--- src/rtl/axi4_pkg.sv ---
// AXI4 address-channel types shared by the burst address generator and its users.
package axi4_pkg;

  localparam int AXI4_BOUNDARY_BYTES = 4096;
  localparam int AXI4_MAX_ADDR_WIDTH = 64;

  typedef logic [7:0] axi4_len_t;
  typedef logic [2:0] axi4_size_t;

  typedef enum logic [1:0] {
    AXI4_BURST_FIXED = 2'b00,
    AXI4_BURST_INCR  = 2'b01,
    AXI4_BURST_WRAP  = 2'b10,
    AXI4_BURST_RSVD  = 2'b11
  } axi4_burst_t;

  // id is carried on its own port because its width is a per-instance parameter
  typedef struct packed {
    logic [AXI4_MAX_ADDR_WIDTH-1:0] addr;
    axi4_len_t                      len;
    axi4_size_t                     size;
    axi4_burst_t                    burst;
  } axi4_addr_cmd_t;

  function automatic logic [7:0] axi4_size_bytes(input axi4_size_t size);
    return 8'd1 << size;
  endfunction

endpackage

--- src/rtl/axi4_burst_next_addr.sv ---
// Combinational beat stepper: next beat address plus byte-lane masks for the
// current and next address.
module axi4_burst_next_addr
  import axi4_pkg::*;
#(
  parameter int ADDR_WIDTH = 32,
  parameter int DATA_BYTES = 4
) (
  input  logic [ADDR_WIDTH-1:0] addr,
  input  axi4_size_t            size,
  input  axi4_burst_t           burst,
  input  logic [ADDR_WIDTH-1:0] wrap_mask,
  output logic [ADDR_WIDTH-1:0] next_addr,
  output logic [DATA_BYTES-1:0] cur_strb,
  output logic [DATA_BYTES-1:0] next_strb
);

  localparam int LANE_W = (DATA_BYTES > 1) ? $clog2(DATA_BYTES) : 1;

  logic [7:0]            bytes;
  logic [ADDR_WIDTH-1:0] bytes_a;
  logic [ADDR_WIDTH-1:0] aligned;

  // Lanes run from the address offset up to the end of the aligned transfer.
  function automatic logic [DATA_BYTES-1:0] lane_mask(input logic [ADDR_WIDTH-1:0] a,
                                                      input logic [7:0] nbytes);
    logic [DATA_BYTES-1:0] m;
    logic [ADDR_WIDTH-1:0] al;
    int lo;
    int hi;
    al = a & ~(ADDR_WIDTH'(nbytes) - 1'b1);
    lo = int'(a[LANE_W-1:0]) & (DATA_BYTES - 1);
    hi = (int'(al[LANE_W-1:0]) & (DATA_BYTES - 1)) + int'(nbytes) - 1;
    m  = '0;
    for (int i = 0; i < DATA_BYTES; i++) begin
      m[i] = (i >= lo) && (i <= hi);
    end
    return m;
  endfunction

  always_comb begin
    bytes     = axi4_size_bytes(size);
    bytes_a   = ADDR_WIDTH'(bytes);
    aligned   = addr & ~(bytes_a - 1'b1);
    next_addr = addr;
    case (burst)
      AXI4_BURST_INCR: next_addr = aligned + bytes_a;
      AXI4_BURST_WRAP: next_addr = (addr & ~wrap_mask) | ((addr + bytes_a) & wrap_mask);
      default:         next_addr = addr;
    endcase
    cur_strb  = lane_mask(addr, bytes);
    next_strb = lane_mask(next_addr, bytes);
  end

endmodule

--- src/rtl/axi4_burst_addr_gen.sv ---
// Expands one AXI4 AR/AW command into len+1 per-beat records (address, lanes,
// index, last, error) for the slave's data path.
//
// state    | meaning
// ST_IDLE  | no beat held, ready for a command
// ST_BURST | beat record valid, waiting for downstream handshake
module axi4_burst_addr_gen
  import axi4_pkg::*;
#(
  parameter int ADDR_WIDTH = 32,
  parameter int DATA_BYTES = 4,
  parameter int ID_WIDTH   = 4
) (
  input  logic                  clk,
  input  logic                  rst_n,
  input  logic                  cmd_valid,
  output logic                  cmd_ready,
  input  logic [ID_WIDTH-1:0]   cmd_id,
  input  logic [ADDR_WIDTH-1:0] cmd_addr,
  input  axi4_len_t             cmd_len,
  input  axi4_size_t            cmd_size,
  input  axi4_burst_t           cmd_burst,
  output logic                  beat_valid,
  input  logic                  beat_ready,
  output logic [ID_WIDTH-1:0]   beat_id,
  output logic [ADDR_WIDTH-1:0] beat_addr,
  output logic [DATA_BYTES-1:0] beat_strb,
  output logic [7:0]            beat_index,
  output logic                  beat_last,
  output logic                  beat_error
);

  localparam int BOUNDARY_BITS = $clog2(AXI4_BOUNDARY_BYTES);

  typedef enum logic {ST_IDLE = 1'b0, ST_BURST = 1'b1} state_t;

  state_t                state;
  axi4_len_t             len_q;
  axi4_size_t            size_q;
  axi4_burst_t           burst_q;
  logic [ADDR_WIDTH-1:0] wrap_mask_q;

  logic                  accept;
  logic [7:0]            bytes_in;
  logic [ADDR_WIDTH-1:0] aligned_in;
  logic [15:0]           span_in;
  logic [15:0]           wrap_bytes_in;
  logic [ADDR_WIDTH-1:0] wrap_mask_in;
  logic                  error_in;

  logic [ADDR_WIDTH-1:0] na_addr;
  axi4_size_t            na_size;
  axi4_burst_t           na_burst;
  logic [ADDR_WIDTH-1:0] na_wrap_mask;
  logic [ADDR_WIDTH-1:0] next_addr;
  logic [DATA_BYTES-1:0] cur_strb;
  logic [DATA_BYTES-1:0] next_strb;

  assign cmd_ready = (state == ST_IDLE) || (beat_valid && beat_ready && beat_last);
  assign accept    = cmd_valid && cmd_ready;

  always_comb begin
    bytes_in      = axi4_size_bytes(cmd_size);
    aligned_in    = cmd_addr & ~(ADDR_WIDTH'(bytes_in) - 1'b1);
    span_in       = (16'(cmd_len) + 16'd1) * 16'(bytes_in);
    wrap_bytes_in = span_in;
    wrap_mask_in  = ADDR_WIDTH'(wrap_bytes_in - 16'd1);
    error_in      = (cmd_burst == AXI4_BURST_RSVD)
                 || (16'(bytes_in) > 16'(DATA_BYTES))
                 || ((cmd_burst == AXI4_BURST_WRAP) &&
                     !(cmd_len inside {8'd1, 8'd3, 8'd7, 8'd15}))
                 || ((cmd_burst == AXI4_BURST_WRAP) &&
                     ((cmd_addr & (ADDR_WIDTH'(bytes_in) - 1'b1)) != '0))
                 || ((cmd_burst == AXI4_BURST_FIXED) && (cmd_len > 8'd15))
                 || ((cmd_burst == AXI4_BURST_INCR) &&
                     ((16'(aligned_in[BOUNDARY_BITS-1:0]) + span_in) >
                      16'(AXI4_BOUNDARY_BYTES)));
  end

  // The stepper looks at the incoming command on accept, else at the held beat.
  assign na_addr      = accept ? cmd_addr     : beat_addr;
  assign na_size      = accept ? cmd_size     : size_q;
  assign na_burst     = accept ? cmd_burst    : burst_q;
  assign na_wrap_mask = accept ? wrap_mask_in : wrap_mask_q;

  axi4_burst_next_addr #(
    .ADDR_WIDTH (ADDR_WIDTH),
    .DATA_BYTES (DATA_BYTES)
  ) u_next_addr (
    .addr      (na_addr),
    .size      (na_size),
    .burst     (na_burst),
    .wrap_mask (na_wrap_mask),
    .next_addr (next_addr),
    .cur_strb  (cur_strb),
    .next_strb (next_strb)
  );

  always_ff @(posedge clk or negedge rst_n) begin
    if (!rst_n) begin
      state       <= ST_IDLE;
      beat_valid  <= 1'b0;
      beat_id     <= '0;
      beat_addr   <= '0;
      beat_strb   <= '0;
      beat_index  <= '0;
      beat_last   <= 1'b0;
      beat_error  <= 1'b0;
      len_q       <= '0;
      size_q      <= '0;
      burst_q     <= AXI4_BURST_FIXED;
      wrap_mask_q <= '0;
    end else if (accept) begin
      state       <= ST_BURST;
      beat_valid  <= 1'b1;
      beat_id     <= cmd_id;
      beat_addr   <= cmd_addr;
      beat_strb   <= error_in ? '0 : cur_strb;
      beat_index  <= '0;
      beat_last   <= (cmd_len == 8'd0);
      beat_error  <= error_in;
      len_q       <= cmd_len;
      size_q      <= cmd_size;
      burst_q     <= cmd_burst;
      wrap_mask_q <= wrap_mask_in;
    end else if ((state == ST_BURST) && beat_ready) begin
      if (!beat_last) begin
        beat_addr  <= next_addr;
        beat_strb  <= beat_error ? '0 : next_strb;
        beat_index <= beat_index + 8'd1;
        beat_last  <= ((beat_index + 8'd1) == len_q);
      end else begin
        state      <= ST_IDLE;
        beat_valid <= 1'b0;
      end
    end
  end

endmodule

--- config.mk ---
export PLATFORM = sky130hd
export DESIGN_NAME = axi4_burst_addr_gen
export DESIGN_NICKNAME = d
export VERILOG_FILES = /design/src/rtl/axi4_pkg.sv /design/src/rtl/axi4_burst_next_addr.sv /design/src/rtl/axi4_burst_addr_gen.sv
export SDC_FILE = /design/constraint.sdc
export NUM_CORES = 1
export LEC_CHECK = 0
export ABC_CLOCK_PERIOD_IN_PS = 7600
export CAP_MARGIN = 30
export CORE_UTILIZATION = 40
export CTS_CLUSTER_DIAMETER = 50
export DETAILED_ROUTE_END_ITERATION = 8
export GPL_ROUTABILITY_DRIVEN = 0
export PLACE_DENSITY = 0.68
export RECOVER_POWER = 25
export SLEW_MARGIN = 15
export SYNTH_ARGS = -nofsm -noshare
export SYNTH_HDL_FRONTEND = slang
export SYNTH_SLANG_ARGS = --single-unit
--- constraint.sdc ---
create_clock -name clk -period 7.6 [get_ports clk]
set_clock_uncertainty 0.2 [all_clocks]
set_input_delay 0.76 -clock clk [delete_from_list [all_inputs] [get_ports clk]]
set_output_delay 0.76 -clock clk [all_outputs]
set_load 0.005 [all_outputs]
==> results.ini <==
[outcome]
status=finished with violations
violations=max-capacitance violations, max-slew violations

[yosys]
yosysTopAreaCell=dfrtp_1
synth_flop_cell=dfrtp_1
yosysSeqAreaShare=0.215
ys_top_cells_by_area=dfrtp_1, ha_1, fa_1
synth_edf_count=0
syn_inst=1440
synth_top_area_frac=0.215
syn_area_um2=11200
synthArstFlopShare=1.00
synth_seq_cells=96
ys_warn_count=0
avgSynthCellArea_um2=7.77
yosysUniqueCellTypes=98

[grt]
grt_pass1_wl_mm=59.8
first_global_vias=11310
antenna_found_initial=0
grt_overflow=0
gr-usage-all-layers=0.264
grt_max_degree=81

[drt]
drt_iter0_drc=1181
drt-total-wl_mm=37.5
vias=11761
post_drt_wl_per_cell_um=18.8
ant_nets=0
dr.pass1.iters=5
drc=0
viasPerCell=5.91

[cells_and_area]
drive_gt1_frac=0.133
nets=1789
antenna_cells=0
syn2layout_area_growth_pct=24.2

[clock_tree]
cts_tree=done
clockBufferDepth=2
clockRootBuffer=clkbuf_16
cts-buffers-inserted=9
htree_levels=3
path_clk_slew_ns=0.08
cts_num_sinks=96
clkLatencyLatePin_ns=0.36
hold_buffers=0

[min_path]
hp-class=register to register

[floorplan]
dieWidth_um=169
coreArea_um2=27200
die_y_um=169
num_rows=60
boundaryPins=105
die_area_um2=28600
start_util=0.412

[worst_setup_path]
critPathLaunchType=input pin
required_ns=7.66
cp-end-kind=register
arrival_ns=7.31
crit_type=input pin to register
crit_path_max_fanout=7

[timing]
slew_headroom=-0.873
worstMarginPinSlew_ns=2.81
fmax_ghz=0.138
drv_slew=99
min_period_ns=7.24
worst_slack_ns=0.357
setup_viol=0
hold_viol_final=0
fin_crit_sh=0.953

[power]
power.static_leakage_uw=0.00629
power.total_uw=4100
power.density_nw_per_um2=295
comb_power_share=0.673
clkPwrFrac=0.121
vdd_drop_max_v=0.000256
pwr-share-seq=0.206
p_int_uw=2090
power_switching_uw=2010
switching_share=0.490

[placement]
pre_cts_ws_ns=-0.547
numPortBuffers=104
place_hpwl_mm=29.1

[run]
maxCapViolCount=2

==> state kept, by name (all words and copies together) (netlist names) <==
signal       flops
beat_id          4
wrap_mask_q     32
burst_q          2
beat_error       1
state            1
size_q           3
beat_strb        4
beat_index       8
beat_addr       32
len_q            8
beat_last        1
==> synth_stat cells (all sizes together), types with 12 or more instances <==
| library cell | n |
|---|---|
| a211oi | 16 |
| a21oi | 71 |
| a22oi | 19 |
| a31oi | 20 |
| and2 | 17 |
| and3 | 17 |
| buf | 26 |
| clkbuf | 35 |
| dfrtp | 96 |
| fa | 44 |
| ha | 78 |
| inv | 110 |
| mux2i | 40 |
| nand2 | 207 |
| nand3 | 58 |
| nand4 | 14 |
| nor2 | 154 |
| nor3 | 26 |
| nor4 | 12 |
| o211ai | 16 |
| o21ai | 92 |
| or2 | 14 |
| xnor2 | 43 |
| xor2 | 23 |
==> kinds of logic (layout without fill, tap and decap cells) <==
group	after synthesis	after routing	share of synthesized area
AOI/OAI and AO/OA	359	359	0.220
DFF	96	96	0.215
and+or+nand+nor	574	574	0.240
adders and majority gates	122	122	0.166
muxes	51	51	0.0469
xor gates and xnor gates	66	66	0.0523
other	1	2	0.000335
buffers and inverters	171	349	0.0601
==> power groups by stage <==
stage / Clock [uW] / Combinational, uW / Sequential [uW]
2_1_floorplan: 0 / 1790 / 811
3_3_place_gp: 0 / 2620 / 848
3_5_place_dp: 0 / 2680 / 848
4_1_cts: 502 / 2700 / 841
5_1_grt: 519 / 3020 / 863
6_report: 497 / 2760 / 844
==> cell type report <==
class / count / area, um2
repair buffers: 223 / 1980
clock inverters: 7 / 96.3
well taps: 372 / 465
inverters: 110 / 413
multi-input cells: 1174 / 8310
clock buffers: 9 / 225
fillers: 2652 / 13300
flip-flops and latches: 96 / 2400
==> layout by cell type (no fill, tap or decap), types with 6 or more instances in the layout <==
| cell type | instances |
|---|---|
| xnor2_1 | 38 |
| o21bai_1 | 8 |
| nand4_1 | 14 |
| o21a_1 | 9 |
| nand3_1 | 54 |
| a21o_1 | 10 |
| mux2i_1 | 40 |
| o221ai_1 | 7 |
| o21ai_1 | 8 |
| a21boi_0 | 7 |
| nand2b_1 | 11 |
| o21ai_0 | 84 |
| clkbuf_16 | 9 |
| nor3_1 | 22 |
| xor2_1 | 22 |
| mux2_2 | 10 |
| buf_4 | 112 |
| a21oi_1 | 67 |
| ha_1 | 75 |
| and2_1 | 16 |
| fa_1 | 44 |
| nor2_1 | 150 |
| dfrtp_1 | 96 |
| a22oi_1 | 18 |
| nor3b_1 | 6 |
| a31oi_1 | 20 |
| clkdlybuf4s50_1 | 94 |
| nor4_1 | 10 |
| nand2_1 | 206 |
| nor2b_1 | 10 |
| a211oi_1 | 13 |
| and3_1 | 17 |
| o31ai_1 | 7 |
| or2_2 | 13 |
| o211ai_1 | 16 |
| dlymetal6s2s_1 | 9 |
| inv_1 | 105 |
==> final timing paths <==
kind,to,start,cells past startpoint,slack [ns]
max,beat_strb[1]$_DFFE_PN0P_,cmd_len[5],28,0.36
min,wrap_mask_q[18]$_DFF_PN0_,wrap_mask_q[18]$_DFF_PN0_,2,0.28
max reg2reg,beat_strb[1]$_DFFE_PN0P_,beat_last$_DFFE_PN0P_,23,1.41
min reg2reg,wrap_mask_q[18]$_DFF_PN0_,wrap_mask_q[18]$_DFF_PN0_,2,0.28
max in group asynchronous,beat_addr[13]$_DFFE_PN0P_,rst_n,2,2.52
min in group asynchronous,beat_addr[26]$_DFFE_PN0P_,rst_n,1,1.08
==> per-stage QoR <==
step,TNS [ns],instance area (um2),hold slack (ns),util,cells
after global routing,-0.00562,13900,0.303,0.511,1991
after global placement,-1.58,13400,0.253,0.492,1972
after CTS,0,13700,0.239,0.505,1988
final,0,13900,0.278,0.511,1991
after detailed placement,-2.40,13400,0.258,0.492,1972
after floorplan,0,11200,0.236,-,1441
==> per-layer routing <==
metal	global-route usage	share of wire
met5	0	0
met4	0.0885	0.031
met3	0.0322	0.078
met2	0.430	0.46
met1	0.362	0.44
==> worst max-delay path: stages <==
cell	delay (ns)
clkdlybuf4s50_1	0.56
nand2_1	0.12
nor2_4	0.16
xnor2_4	0.17
nor2_1	0.09
fa_1	0.54
fa_1	0.44
fa_1	0.54
inv_1	0.05
fa_1	0.53
inv_1	0.04
ha_1	0.32
a21o_1	0.19
a21oi_2	0.18
o31a_1	0.22
xnor2_2	0.14
inv_2	0.07
ha_4	0.25
a2111oi_4	0.32
o211ai_1	0.14
nor3_1	0.15
o311ai_1	0.13
nor3_1	0.22
a31oi_1	0.11
o311ai_1	0.29
buf_4	0.19
nand3_4	0.09
o311ai_2	0.29
==> repair_timing <==
| action | CTS | global route |
|---|---|---|
| setup endpoints to repair | 4 | 7 |
| cloned | 0 | 0 |
| buffers inserted | 0 | 3 |
| pin swaps | 2 | 15 |
| gates resized for setup | 6 | 35 |
No activity file was read; power rests on OpenSTA's default activity.
